### config.mk
export PLATFORM = sky130hd
export DESIGN_NAME = css_mcu0_el2_dccm_arb
export DESIGN_NICKNAME = d
export VERILOG_FILES = /design/src/rtl/css_mcu0_el2_pkg.sv /design/src/rtl/css_mcu0_el2_dccm_starve_cnt.sv /design/src/rtl/css_mcu0_el2_dccm_arb.sv
export SDC_FILE = /design/constraint.sdc
export NUM_CORES = 1
export LEC_CHECK = 0
export BUFFER_PORTS_ARGS = -buffer_cell sky130_fd_sc_hd__buf_4
export CAP_MARGIN = 20
export CORE_AREA = 2 2 198 200
export DETAILED_ROUTE_END_ITERATION = 10
export DIE_AREA = 0 0 200 202
export PLACE_DENSITY_LB_ADDON = 0.05
export SLEW_MARGIN = 15
export SYNTH_ARGS = -nofsm -noshare
export SYNTH_HDL_FRONTEND = slang
export SYNTH_SLANG_ARGS = --single-unit
### constraint.sdc
create_clock -name clk -period 3 [get_ports clk]
set_clock_uncertainty 0.2 [all_clocks]
set_input_delay 0.3 -clock clk [delete_from_list [all_inputs] [get_ports clk]]
set_output_delay 0.3 -clock clk [all_outputs]
set_load 0.005 [all_outputs]
### src/rtl/css_mcu0_el2_pkg.sv
// css_mcu0_el2_pkg: shared types for the EL2 DCCM arbiter
package css_mcu0_el2_pkg;

  typedef enum logic {DCCM_ARB_INIT, DCCM_ARB_ARB} el2_dccm_arb_state_t;

  typedef struct packed {
    logic valid;
    logic is_dma;
  } el2_dccm_rd_src_t;

endpackage

### src/rtl/css_mcu0_el2_dccm_starve_cnt.sv
// css_mcu0_el2_dccm_starve_cnt: saturating DMA wait counter, flags when DMA must win
module css_mcu0_el2_dccm_starve_cnt #(
  parameter int MAX = 15
) (
  input  logic clk,
  input  logic rst,
  input  logic req_i,
  input  logic gnt_i,
  output logic at_max_o
);
  localparam int W = $clog2(MAX + 1);
  localparam logic [W-1:0] MAX_V = W'(MAX);

  logic [W-1:0] cnt_q, cnt_d;

  // clear on grant, count waiting cycles up to MAX, hold when idle
  always_comb cnt_d = gnt_i ? '0 : (req_i && cnt_q != MAX_V) ? cnt_q + 1'b1 : cnt_q;

  // counter register
  always_ff @(posedge clk or posedge rst)
    if (rst) cnt_q <= '0;
    else     cnt_q <= cnt_d;

  assign at_max_o = cnt_q == MAX_V;
endmodule

### src/rtl/css_mcu0_el2_dccm_arb.sv
// css_mcu0_el2_dccm_arb: DCCM init sweep (CSS_MCU0_EL2_DCCM_INIT_EN), LSU/DMA arbitration, read return routing
module css_mcu0_el2_dccm_arb
  import css_mcu0_el2_pkg::*;
#(
  parameter int DCCM_BITS = 16,
  parameter int DCCM_FDATA_WIDTH = 39,
  parameter int DMA_STARVE_MAX = 15,
  parameter logic [DCCM_FDATA_WIDTH-1:0] INIT_FDATA = '0
) (
  input  logic                        clk,
  input  logic                        rst,
  input  logic                        lsu_req_i,
  input  logic                        lsu_we_i,
  input  logic [DCCM_BITS-1:0]        lsu_addr_lo_i,
  input  logic [DCCM_BITS-1:0]        lsu_addr_hi_i,
  input  logic [DCCM_FDATA_WIDTH-1:0] lsu_wdata_lo_i,
  input  logic [DCCM_FDATA_WIDTH-1:0] lsu_wdata_hi_i,
  output logic                        lsu_gnt_o,
  output logic                        lsu_rvalid_o,
  output logic [DCCM_FDATA_WIDTH-1:0] lsu_rdata_lo_o,
  output logic [DCCM_FDATA_WIDTH-1:0] lsu_rdata_hi_o,
  input  logic                        dma_req_i,
  input  logic                        dma_we_i,
  input  logic [DCCM_BITS-1:0]        dma_addr_i,
  input  logic [DCCM_FDATA_WIDTH-1:0] dma_wdata_i,
  output logic                        dma_gnt_o,
  output logic                        dma_rvalid_o,
  output logic [DCCM_FDATA_WIDTH-1:0] dma_rdata_o,
  output logic                        dccm_wren_o,
  output logic                        dccm_rden_o,
  output logic [DCCM_BITS-1:0]        dccm_wr_addr_lo_o,
  output logic [DCCM_BITS-1:0]        dccm_wr_addr_hi_o,
  output logic [DCCM_BITS-1:0]        dccm_rd_addr_lo_o,
  output logic [DCCM_BITS-1:0]        dccm_rd_addr_hi_o,
  output logic [DCCM_FDATA_WIDTH-1:0] dccm_wr_data_lo_o,
  output logic [DCCM_FDATA_WIDTH-1:0] dccm_wr_data_hi_o,
  input  logic [DCCM_FDATA_WIDTH-1:0] dccm_rd_data_lo_i,
  input  logic [DCCM_FDATA_WIDTH-1:0] dccm_rd_data_hi_i,
  output logic                        init_done_o
);
  el2_dccm_arb_state_t state_q, state_d;
  el2_dccm_rd_src_t    rd_src_q, rd_src_d;
  logic                sweep_last, in_init, arb, dma_force;
  logic [DCCM_BITS-1:0] init_addr;

`ifdef CSS_MCU0_EL2_DCCM_INIT_EN
  localparam el2_dccm_arb_state_t RST_ST = DCCM_ARB_INIT;
  logic [DCCM_BITS-3:0] idx_q, idx_d;
  // sweep index advances once per INIT cycle
  always_comb idx_d = in_init ? idx_q + 1'b1 : idx_q;
  // sweep index register
  always_ff @(posedge clk or posedge rst)
    if (rst) idx_q <= '0;
    else     idx_q <= idx_d;
  assign sweep_last = &idx_q;
  assign init_addr  = {idx_q, 2'b00};
`else
  localparam el2_dccm_arb_state_t RST_ST = DCCM_ARB_ARB;
  assign sweep_last = 1'b0;
  assign init_addr  = '0;
`endif

  // leave INIT once the last sweep word is written
  always_comb state_d = (in_init && sweep_last) ? DCCM_ARB_ARB : state_q;

  // state register
  always_ff @(posedge clk or posedge rst)
    if (rst) state_q <= RST_ST;
    else     state_q <= state_d;

  assign in_init     = state_q == DCCM_ARB_INIT;
  assign arb         = !in_init && !rst;
  assign init_done_o = arb;

  css_mcu0_el2_dccm_starve_cnt #(.MAX(DMA_STARVE_MAX)) u_starve (
    .clk      (clk),
    .rst      (rst),
    .req_i    (dma_req_i),
    .gnt_i    (dma_gnt_o),
    .at_max_o (dma_force)
  );

  assign lsu_gnt_o = arb && lsu_req_i && !(dma_force && dma_req_i);
  assign dma_gnt_o = arb && dma_req_i && (dma_force || !lsu_req_i);

  assign dccm_wren_o = in_init || (lsu_gnt_o && lsu_we_i) || (dma_gnt_o && dma_we_i);
  assign dccm_rden_o = (lsu_gnt_o && !lsu_we_i) || (dma_gnt_o && !dma_we_i);

  assign dccm_wr_addr_lo_o = in_init ? init_addr : dma_gnt_o ? dma_addr_i : lsu_addr_lo_i;
  assign dccm_wr_addr_hi_o = in_init ? init_addr : dma_gnt_o ? dma_addr_i : lsu_addr_hi_i;
  assign dccm_wr_data_lo_o = in_init ? INIT_FDATA : dma_gnt_o ? dma_wdata_i : lsu_wdata_lo_i;
  assign dccm_wr_data_hi_o = in_init ? INIT_FDATA : dma_gnt_o ? dma_wdata_i : lsu_wdata_hi_i;
  assign dccm_rd_addr_lo_o = dma_gnt_o ? dma_addr_i : lsu_addr_lo_i;
  assign dccm_rd_addr_hi_o = dma_gnt_o ? dma_addr_i : lsu_addr_hi_i;

  // remember who issued the read so the returning data is steered next cycle
  always_comb rd_src_d = '{valid: dccm_rden_o, is_dma: dma_gnt_o};

  // read-source register
  always_ff @(posedge clk or posedge rst)
    if (rst) rd_src_q <= '0;
    else     rd_src_q <= rd_src_d;

  assign lsu_rvalid_o   = rd_src_q.valid && !rd_src_q.is_dma;
  assign dma_rvalid_o   = rd_src_q.valid && rd_src_q.is_dma;
  assign lsu_rdata_lo_o = dccm_rd_data_lo_i;
  assign lsu_rdata_hi_o = dccm_rd_data_hi_i;
  assign dma_rdata_o    = dccm_rd_data_lo_i;
endmodule
==> impl_metrics.json <==
{
  "critPathMaxFanout": 20,
  "slowest_delay_ps": 380,
  "firstDrtPassIters": 3,
  "track_usage_pct": 6.21,
  "seq_area_frac_synth_pct": 5.23,
  "required_ps": 2500,
  "power_density_nw_per_um2": 193,
  "clkLatencyLatePin_ps": 220,
  "synthToLayoutAreaGrowth_pct": 69.4,
  "tns_ps": 0,
  "synthTopCellsByArea": "buf_4 39%, mux2_1 35%, mux2_2 8.6%, dfrtp_1 5.2%, buf_8 4.7%",
  "port_buffers": 319,
  "antenna_found_initial": 0,
  "numCtsBuffers": 3,
  "ys_ff_latch": 6,
  "place_hpwl_mm": 12.5,
  "fin_util_pct": 12.7,
  "critPathSlowestCell": "dfrtp_1",
  "cts_tree": "done",
  "p_sw_share_pct": 28.5,
  "yosys.area.top_type": "buf_4",
  "cts-resized-gates": 0,
  "stdcell_count": 1000,
  "period_needed_ps": 2780,
  "p_leak_nw": 2.24,
  "p_sw_uw": 267,
  "core_region_area_um2": 38300,
  "yosys.area_share.simple_pct": 1.96,
  "synth-async-reset-ratio_pct": 100,
  "dp_cells": 995,
  "cpMostUsedCell": "buf_4",
  "synthMuxAreaShare_pct": 43.9,
  "finalCritPeriodShare_pct": 92.8,
  "vias": 2737,
  "grt_max_degree": 27,
  "hold_violations": 0,
  "viasPerCell": 2.74,
  "syn_inst": 308,
  "final_layout_size_suffix_gt1_share_pct": 74.7,
  "synthAdderAreaFrac_pct": 0.436,
  "combPwrFrac_pct": 65.2,
  "clkSinkCount": 6,
  "synth_compound_area_share_pct": 3.44,
  "cts_htree_levels": 1,
  "synth_edf_count": 0,
  "min_path_type": "in -> reg",
  "cap_violations": 0,
  "diodes": 0,
  "clockBufferDepth": 2,
  "synthXorXnorAreaFrac_pct": 0,
  "arrival_ps": 2280,
  "gp_congestion": 0.705,
  "synth_top_cell_area_share_pct": 39.0,
  "grt_pass1_wl_mm": 18.8,
  "setup_viol": 0,
  "rrSetupSlack_ps": 1240,
  "end_kind": "output port",
  "synth_top_family_by_area": "buffers and inverters",
  "dieWidth_um": 200,
  "cp-start-kind": "flop",
  "overflow": 0,
  "synthMostInstantiatedCell": "buf_4",
  "die_h_um": 202,
  "drtIter0Drc": 23,
  "detail_route.wl_per_cell_um": 13.7,
  "io_pins": 515,
  "internal-power_uw": 671,
  "row_count": 72,
  "synthDistinctLibCells": 29,
  "drc": 0,
  "ir_drop_mv": 0.121,
  "criticalPathCategory": "reg -> out",
  "fillers": 4417,
  "grt_pass1_vias": 3002,
  "status": "complete, no violations",
  "num-nets-final": 734,
  "finalMaxSlewViolations": 0,
  "yosysWarnings": 0,
  "start_util_pct": 7.50,
  "clk_pin_slew_ps": 30,
  "route.antenna.remaining_nets": 0,
  "synth_nets": 558,
  "relSlewSlack_pct": 71.8,
  "syn-cell-area_um2": 2870,
  "synth_flop_cell": "dfrtp_1",
  "die-area_um2": 40400,
  "fmax_mhz": 359,
  "worstMarginPinSlew_ps": 419,
  "clock_power_share_pct": 22.5,
  "rsz0062_at_grt": "no",
  "routed_wl_mm": 13.7,
  "cts_root_buffer": "clkbuf_16",
  "synthTopCellsByCount": "149 x buf_4, 89 x mux2_1, 22 x mux2_2, 9 x buf_8, 6 x dfrtp_1",
  "sequentialPowerShare_pct": 12.3,
  "path_cells": "ha_1, nand3_2, a211oi_4, buf_12, buf_4, mux2_1, buf_4",
  "synth.avg_cell_area_um2": 9.32
}
## cell families (layout without fill, tap and decap cells)
group                      after synthesis  in the layout
buffers and inverters                  166            340
AOI/OAI and AO/OA                       13             13
adders and majority gates                1              1
and+or+nand+nor                         10             10
DFF                                      6              6
muxes                                  112            112
## sequential cells by signal (all words and copies together), names as in the netlist
name and count:
rd_src_q 2, u_starve.cnt_q 4
## power groups by stage
| stage | sequential (mW) | combinational, mW | clock, mW |
|---|---|---|---|
| 2_1_floorplan | 0.112 | 0.361 | 0 |
| 3_3_place_gp | 0.117 | 0.641 | 0 |
| 3_5_place_dp | 0.116 | 0.627 | 0 |
| 4_1_cts | 0.115 | 0.631 | 0.217 |
| 5_1_grt | 0.121 | 0.668 | 0.228 |
| 6_report | 0.116 | 0.612 | 0.211 |
## timing repair
action,CTS,global route
hold buffers,1,0
buffers inserted,0,1
endpoints found under the setup margin,0,122
endpoints found under the hold margin,6,0
## path summary, 6_finish.rpt
kind,from,to,depth (start not counted)
setup / recovery,u_starve.cnt_q[1],dccm_wr_data_hi_o[17],7
hold / removal,dma_req_i,u_starve.cnt_q[2],2
setup reg to reg,u_starve.cnt_q[1],rd_src_q[0],5
hold reg to reg,u_starve.cnt_q[3],u_starve.cnt_q[3],1
max in group asynchronous,rst,u_starve.cnt_q[0],3
min in group asynchronous,rst,u_starve.cnt_q[3],3
## per-stage QoR
step                setup slack (ps)  hold slack [ps]  cell area [um2]  total power [mW]
floorplan                        659              141             2870             0.473
CTS                             8.23              114             4860             0.963
global route                    20.2              126             4860              1.02
global placement                 287              187             4770             0.758
finish                           217              113             4860             0.938
detailed placement               250              188             4770             0.744
## worst max-delay path, delay by kind of cell, from the launching register on
family	cells	cell delay, ps
AOI/OAI and AO/OA	1	290
and+or+nand+nor	1	150
adders and majority gates	1	240
DFF	1	380
buffers and inverters	3	600
muxes	1	350
## metal layers
metal	wire length (um)	GRT usage [%]	share of wire [%]	vias to the layer above
met3	1920	2.95	14	27
met1	3980	5.26	29	1224
met5	0	0	0	-
li1	-	-	-	1252
met4	307	1.75	2.2	0
met2	7500	12.5	55	234
## placed cells by master (no fill, tap or decap), drive strengths merged
cell         instances
a22o                 1
nor2b                1
and2                 1
a21oi                2
nor3                 1
nand2                2
and3                 1
dlygate4sd3          1
inv                  4
dfrtp                6
nor2                 1
buf                332
a211oi               2
ha                   1
mux2               111
a311oi               1
clkbuf               3
o21ai                3
nand3                2
a32o                 1
o32ai                2
a41oi                1
or2                  1
mux2i                1
## layout make-up
cell class                 instances  area (um2)  area share (%)
timing repair buffer             333        2540            52.2
clock buffer                       3        75.1            1.54
inverter                           4        15.0           0.309
multi-input combinational        136        1440            29.5
tap                              518         648            13.3
sequential                         6         150            3.09
Power figures use the tool's default switching activity.
